--- src/rtl/playbus_sequencer.sv ---
// PlayBus command sequencer: a small command FIFO feeding an IDLE/ISSUE/HOLD bus FSM.
// Handshake: a command transfers on a rising edge where cmd_valid=1 and cmd_ready=1.
module playbus_sequencer #(
  parameter int DEPTH = 4,
  parameter int AW    = 8
) (
  input  logic          clk,
  input  logic          n_reset,
  input  logic          cmd_valid,
  input  logic [2:0]    cmd_func,
  input  logic [AW-1:0] cmd_addr,
  output logic          cmd_ready,
  output logic [2:0]    func,
  output logic [AW-1:0] addr,
  output logic          busy,
  output logic          done,
  output logic          err,
  output logic [1:0]    dbg_state
);

  localparam int PW = $clog2(DEPTH);
  localparam int CW = PW + 1;

  typedef enum logic [1:0] {
    S_IDLE  = 2'd0,
    S_ISSUE = 2'd1,
    S_HOLD  = 2'd2
  } state_t;

  state_t        r_state;
  state_t        w_state_nxt;
  logic [2:0]    r_mem_func [DEPTH];
  logic [AW-1:0] r_mem_addr [DEPTH];
  logic [PW-1:0] r_wr_ptr;
  logic [PW-1:0] r_rd_ptr;
  logic [CW-1:0] r_count;
  logic [2:0]    r_func;
  logic [2:0]    w_func_nxt;
  logic [AW-1:0] r_addr;
  logic [AW-1:0] w_addr_nxt;
  logic          r_err;
  logic          w_done;
  logic          w_accept;
  logic          w_legal;
  logic          w_push;
  logic          w_pop;

  // Ready looks only at the stored count, so a same-cycle pop never frees a slot early.
  assign cmd_ready = (r_count != CW'(DEPTH));
  assign w_accept  = cmd_valid & cmd_ready;
  assign w_legal   = ~(cmd_func[2] & cmd_func[1]);
  assign w_push    = w_accept & w_legal;
  assign w_pop     = (r_state == S_IDLE) && (r_count != '0);

  always_ff @(posedge clk or negedge n_reset) begin
    if (!n_reset) begin
      r_wr_ptr <= '0;
      r_rd_ptr <= '0;
      r_count  <= '0;
    end else begin
      if (w_push) r_wr_ptr <= r_wr_ptr + PW'(1);
      if (w_pop)  r_rd_ptr <= r_rd_ptr + PW'(1);
      case ({w_push, w_pop})
        2'b10:   r_count <= r_count + CW'(1);
        2'b01:   r_count <= r_count - CW'(1);
        default: r_count <= r_count;
      endcase
    end
  end

  always_ff @(posedge clk) begin
    if (w_push) begin
      r_mem_func[r_wr_ptr] <= cmd_func;
      r_mem_addr[r_wr_ptr] <= cmd_addr;
    end
  end

  always_comb begin
    w_state_nxt = r_state;
    w_func_nxt  = 3'd0;
    w_addr_nxt  = r_addr;
    w_done      = 1'b0;
    case (r_state)
      S_IDLE: begin
        if (w_pop) begin
          w_state_nxt = S_ISSUE;
          w_func_nxt  = r_mem_func[r_rd_ptr];
          w_addr_nxt  = r_mem_addr[r_rd_ptr];
        end
      end
      S_ISSUE: begin
        // Code 5 needs a controller transfer cycle with the address still on the bus.
        if (r_func == 3'd5) begin
          w_state_nxt = S_HOLD;
        end else begin
          w_state_nxt = S_IDLE;
          w_done      = 1'b1;
        end
      end
      S_HOLD: begin
        w_state_nxt = S_IDLE;
        w_done      = 1'b1;
      end
      default: w_state_nxt = S_IDLE;
    endcase
  end

  always_ff @(posedge clk or negedge n_reset) begin
    if (!n_reset) begin
      r_state <= S_IDLE;
      r_func  <= 3'd0;
      r_addr  <= '0;
      r_err   <= 1'b0;
    end else begin
      r_state <= w_state_nxt;
      r_func  <= w_func_nxt;
      r_addr  <= w_addr_nxt;
      r_err   <= w_accept & ~w_legal;
    end
  end

  assign func      = r_func;
  assign addr      = r_addr;
  assign done      = w_done;
  assign err       = r_err;
  assign busy      = (r_count != '0) || (r_state != S_IDLE);
  assign dbg_state = r_state;

endmodule

--- config.mk ---
export PLATFORM = sky130hd
export DESIGN_NAME = playbus_sequencer
export DESIGN_NICKNAME = d
export VERILOG_FILES = /design/src/rtl/playbus_sequencer.sv
export SDC_FILE = /design/constraint.sdc
export NUM_CORES = 1
export LEC_CHECK = 0
export ABC_AREA = 1
export ABC_CLOCK_PERIOD_IN_PS = 1850
export CORE_MARGIN = 3
export CORE_UTILIZATION = 50
export CTS_BUF_LIST = sky130_fd_sc_hd__clkbuf_4 sky130_fd_sc_hd__clkbuf_8
export DETAILED_ROUTE_END_ITERATION = 6
export PLACE_DENSITY = 0.84
export SYNTH_ARGS = -nofsm -noshare
export SYNTH_HDL_FRONTEND = slang
export SYNTH_SLANG_ARGS = --single-unit
--- constraint.sdc ---
create_clock -name clk -period 1.85 [get_ports clk]
set_input_delay 0.37 -clock clk [delete_from_list [all_inputs] [get_ports clk]]
set_output_delay 0.37 -clock clk [all_outputs]
set_load 0.05 [all_outputs]
Word-level counts from Yosys, hierarchy flattened

Memory sizes are Yosys's and may differ from the RTL's. A register that Yosys moved wholly into a read port is not among the register bits.
Index checks and enable logic that the tools add are counted.
W data, S select, Z words.

Reduce and logical (&&, ||, !) cells: 8
Equality and inequality tests: 7
Add/subtract/negate cells: 4
Bitwise logic cells: 5
Muxes and demuxes: 10

Operators by type and width:

| cell                  | number |
|---|---|
| $mux W3               | 2 |
| $pmux W3 S2           | 1 |
| $add A2 B1 Y2 const B | 2 |
| $and A1 B1 Y1         | 4 |
| $eq A2 B1 Y1 const B  | 2 |
| $eq A2 B2 Y1 const B  | 2 |
| $mux W2               | 2 |
| $pmux W2 S2           | 1 |
| $reduce_bool A2 Y1    | 2 |
| $add A3 B1 Y3 const B | 1 |
| $eq A3 B3 Y1 const B  | 1 |
| $mux W1               | 3 |
| $ne A3 B3 Y1 const B  | 1 |
| $reduce_bool A3 Y1    | 1 |
| $sub A3 B1 Y3 const B | 1 |
| $logic_not A2 Y1      | 1 |
| $ne A2 B2 Y1 const B  | 1 |
| $pmux W1 S2           | 1 |
| $reduce_and A2 Y1     | 1 |
| $logic_and A1 B1 Y1   | 1 |
| $logic_not A1 Y1      | 1 |
| $logic_or A1 B1 Y1    | 1 |
| $not A1 Y1            | 1 |

Memories kept: 2
Register bits after elaboration: 13
Memory bits (writable): 44
Logic and storage cells: 42

Memories:

| memory     | depth | width | rd ports | clocked after Yosys merged registers in | wr ports | line | source |
|---|---|---|---|---|---|---|---|
| r_mem_addr | 4     | 8     | 1        | 1                                       | 1        | 33   | `logic [AW-1:0] r_mem_addr [DEPTH];` |
| r_mem_func | 4     | 3     | 1        | 0                                       | 1        | 32   | `logic [2:0] r_mem_func [DEPTH];` |

Longest topological paths before layout

Depth in word-level cells: 5
Gate-level depth with buffers: 11
Depth with buffers taken out: 11

Worst setup path after synthesis

Ideal clock, no wire load.

Kind: register -> register
Start: register r_count[1]
End: register r_count[2]
Arrival time: 2065 ps
Slack: -338 ps
Clock period less this slack: 2188 ps
Stages on the path, launching flop included: 10
Path buffers: 0
Path through: dfrtp_1 > nor2_1 > nand2_1 > nand3_1 > ha_1 > inv_1 > fa_1 > nand2_1 > nand3_1 > xor2_1

Longest elaborated chain between the ends: 5

RTL lines:

| element                                                  | line | source |
|---|---|---|
| start: declaration                                       | 36   | `logic [CW-1:0] r_count;` |
| start signal: assignment                                 | 64   | `2'b10: r_count <= r_count + CW'(1);` |
| start signal: assignment                                 | 65   | `2'b01: r_count <= r_count - CW'(1);` |
| start signal: assignment                                 | 66   | `default: r_count <= r_count;` |
| $ne A3 B3 Y1 (*)                                         | 49   | `assign cmd_ready = (r_count != CW'(DEPTH));` |
| net cmd_ready                                            | 12   | `output logic cmd_ready,` |
| $and A1 B1 Y1 (*)                                        | 50   | `assign w_accept = cmd_valid & cmd_ready;` |
| $and A1 B1 Y1 (*)                                        | 52   | `assign w_push = w_accept & w_legal;` |
| $eq A2 B1 Y1 / $eq A2 B2 Y1 (equally long branches)      | 63   | `case ({w_push, w_pop})` |
| $pmux W3 S2 / $reduce_bool A2 Y1 (equally long branches) | -    |  |

The timed path passes the listed nets; every way through them passes the cells marked *.
A chain may end at the register's enable or synchronous reset.

Worst setup path in the final report

Start: register r_state[0], in the netlist dbg_state[0]
End: register r_count[2]

Longest elaborated chain between the ends: 4

RTL lines:

| element                                                  | line | source |
|---|---|---|
| start: declaration                                       | 30   | `state_t r_state;` |
| start signal: assignment                                 | 115  | `r_state <= w_state_nxt;` |
| $logic_not A2 Y1 (*)                                     | 53   | `assign w_pop = (r_state == S_IDLE) && (r_count != '0);` |
| $logic_and A1 B1 Y1 (*)                                  | 53   |  |
| $eq A2 B1 Y1 / $eq A2 B2 Y1 (equally long branches)      | 63   |  |
| $pmux W3 S2 / $reduce_bool A2 Y1 (equally long branches) | -    |  |

Every way passes the cells marked *; elsewhere a longest branch is shown, timed or not.

==> results.sh <==
export IMPL_synthArstFlopShare_pct=32.31
export IMPL_drtIter0Drc=112
export IMPL_required_ns=2.08
export IMPL_finClkSkew_ns=0.01357
export IMPL_rsz0062_at_grt="no"
export IMPL_globalplace_congestion=0.7353
export IMPL_grt_pass1_wl_mm=8.901
export IMPL_fin_nets=360
export IMPL_setup_tns_ns=0
export IMPL_clk_path_buf_depth=2
export IMPL_status="finished, final reports clean"
export IMPL_arrival_ns=1.99
export IMPL_die_w_um=81.22
export IMPL_netlist_top_cells_area="edfxtp_1, dfrtp_1, nand2_1, inv_1, nand3_1"
export IMPL_core_area_um2=5303
export IMPL_htreeDepth=3
export IMPL_cp_slowest_cell="dfrtp_2"
export IMPL_criticalPathCategory="reg -> reg"
export IMPL_crit_family="adder cells"
export IMPL_grt_util_all_layers_pct=18.81
export IMPL_root_buffer="clkbuf_8"
export IMPL_area_growth_syn_to_layout_pct=25.39
export IMPL_p_total_mw=5.953
export IMPL_ys_ff_latch=65
export IMPL_die_area_um2=6597
export IMPL_drc_errors=0
export IMPL_first_pass_iters=4
export IMPL_seq_area_um2=1849
export IMPL_start_kind="flop"
export IMPL_wire_per_inst_um=12.93
export IMPL_overflow=0
export IMPL_clk_insertion_delay_late_ns=0.35
export IMPL_grt_pass1_vias=1976
export IMPL_whs_ns=0.3672
export IMPL_placedCellCount=394
export IMPL_critPathMaxStageDelay_ns=0.43
export IMPL_syn_area_um2=2829
export IMPL_diodes=0
export IMPL_yosysSeqAreaShare_pct=65.28
export IMPL_grt_max_degree=24
export IMPL_crit_buf_inv=3
export IMPL_fmaxAchievable_ghz=0.5681
export IMPL_dr_total_vias=1971
export IMPL_hpwl_mm=3.576
export IMPL_ys_types=18
export IMPL_place_ws_ns=-0.2358
export IMPL_cellPowerDensity_nw_per_um2=1678
export IMPL_synthTopCellsByCount="nand2_1, inv_1, edfxtp_1, nand3_1, dfrtp_1"
export IMPL_initial_core_util_pct=53.35
export IMPL_tightest_slew_ns=0.4895
export IMPL_yosysWarnings=0
export IMPL_cts_inserted_buffers=9
export IMPL_cts_hold_buf=0
export IMPL_fin_area_um2=3547
export IMPL_fin_util_pct=66.89
export IMPL_routed_wl_mm=5.328
export IMPL_io_buffers=30
export IMPL_drv_cap=0
export IMPL_timing_final_crit_share_pct=95.15
export IMPL_p_leak_nw=1.705
export IMPL_synth_most_common_cell="nand2_1"
export IMPL_die_y_um=81.22
export IMPL_io_pins=31
export IMPL_hp_class="in -> async"
export IMPL_cts_tree="built"
export IMPL_fp_row_count=26
export IMPL_viasPerCell=4.784
export IMPL_nFillCells=395
export IMPL_synth_edff_count=44
export IMPL_synth_flop_cell="edfxtp_1"
export IMPL_crit_chain="inv_2, ha_4, nand2_4, inv_4, ha_2, inv_1, fa_2, nand2_1, nand3_1, xor2_1"
export IMPL_multi_input_area_um2=757.0
export IMPL_yosys_area_top_type_share_pct=46.70
export IMPL_crit_path_end_kind="flop"
export IMPL_syn_nets=305
export IMPL_hold_viol=0
export IMPL_final_cells=412
export IMPL_yosysTopAreaCell="edfxtp_1"
export IMPL_cts_sinks=65
export IMPL_clk_transition_reported_paths_ns=0.08
export IMPL_finalSetupViolCount=0
export IMPL_finalCriticalPeriod_ns=1.760
export IMPL_syn_inst=282
export IMPL_ir_worst_vdd_uv=855.7
export IMPL_dpl_cell_area_um2=3314
export IMPL_ant_nets=0
export IMPL_grt_antenna_before_repair=0
export IMPL_drive_gt1_share_pct=20.18
export IMPL_fin_ws_ns=0.08970
export IMPL_critPathMaxFanout=4
export IMPL_syn_avg_cell_area_um2=10.03
export IMPL_final_max_slew_viol_count=0
export IMPL_relSlewSlack_pct=67.50
[metal layers]
| layer | vias up | wire length (µm) | track usage (%) | share of wire (%) |
|---|---|---|---|---|
| li1 | 982 | - | - | - |
| met1 | 941 | 2245 | 20.62 | 42 |
| met3 | 10 | 199 | 5.876 | 3.7 |
| met2 | 38 | 2780 | 32.51 | 52 |
| met5 | - | 0 | 0 | 0 |
| met4 | 0 | 102 | 9.966 | 1.9 |
[layout by cell type, fill, tap and decap left out, drive strengths merged, types with 2 or more instances in the layout]
master	count
dfrtp	21
nand4	3
edfxtp	44
xor2	2
clkdlybuf4s50	13
o21ai	4
clkbuf	14
nand2	96
a21oi	4
nand3	22
inv	60
nor2	8
buf	37
xnor2	2
ha	8
[worst register-to-register path, cell delays in order, from the launching register on]
cell	delay (ns)
dfrtp_2	0.43
inv_2	0.09
ha_4	0.16
nand2_4	0.06
inv_4	0.05
ha_2	0.16
inv_1	0.07
fa_2	0.34
nand2_1	0.08
nand3_1	0.09
xor2_1	0.14
[what timing repair did]
| item | in CTS | in global routing |
|---|---|---|
| resized for setup | 4 | 5 |
| setup endpoints to repair | 3 | 4 |
| pin swaps | 0 | 2 |
| setup buffers | 0 | 2 |
[layout make-up]
| type | count | area share [%] |
|---|---|---|
| inverter | 60 | 6.420 |
| clock buffer | 14 | 5.079 |
| tap | 70 | 2.469 |
| clock inverter | 2 | 0.3527 |
| multi-input combinational | 150 | 21.34 |
| sequential | 65 | 52.13 |
| timing repair buffer | 51 | 12.20 |
[where the power goes]
group          total [mW]  switching (mW)  internal, mW
clock network        1.14           0.515         0.625
logic                2.71            1.77         0.933
registers            2.11           0.172          1.94
total                5.95            2.46          3.49
[cell families (layout without fill, tap and decap cells)]
| logic type | count (synthesis) | after routing | synth area share, % |
|---|---|---|---|
| fa+ha+maj | 9 | 9 | 4.246 |
| flops | 65 | 65 | 65.28 |
| compound gates | 8 | 8 | 1.415 |
| simple gates | 129 | 129 | 18.44 |
| xor+xnor | 4 | 4 | 1.239 |
| buf+inv | 67 | 127 | 9.376 |
[path summary, 6_finish.rpt]
path | startpoint | end | slack, ns | depth (start not counted)
max | dbg_state[0] | r_count[2] | 0.09 | 10
min reg2reg | addr[5] | addr[5] | 0.48 | 2
min | n_reset | addr[5] | 0.37 | 2
min in group clk | addr[5] | addr[5] | 0.48 | 2
max in group asynchronous | n_reset | dbg_state[1] | 1.24 | 2
max reg2reg | dbg_state[0] | r_count[2] | 0.09 | 10
[state kept, by name, summed over array words and instances, names as in the netlist]
register,count
r_count,3
dbg_state,2
r_mem_func,12
r_mem_addr,32
addr,8
func,3
err,1
r_wr_ptr,2
r_rd_ptr,2
Power figures use the tool's default switching activity.
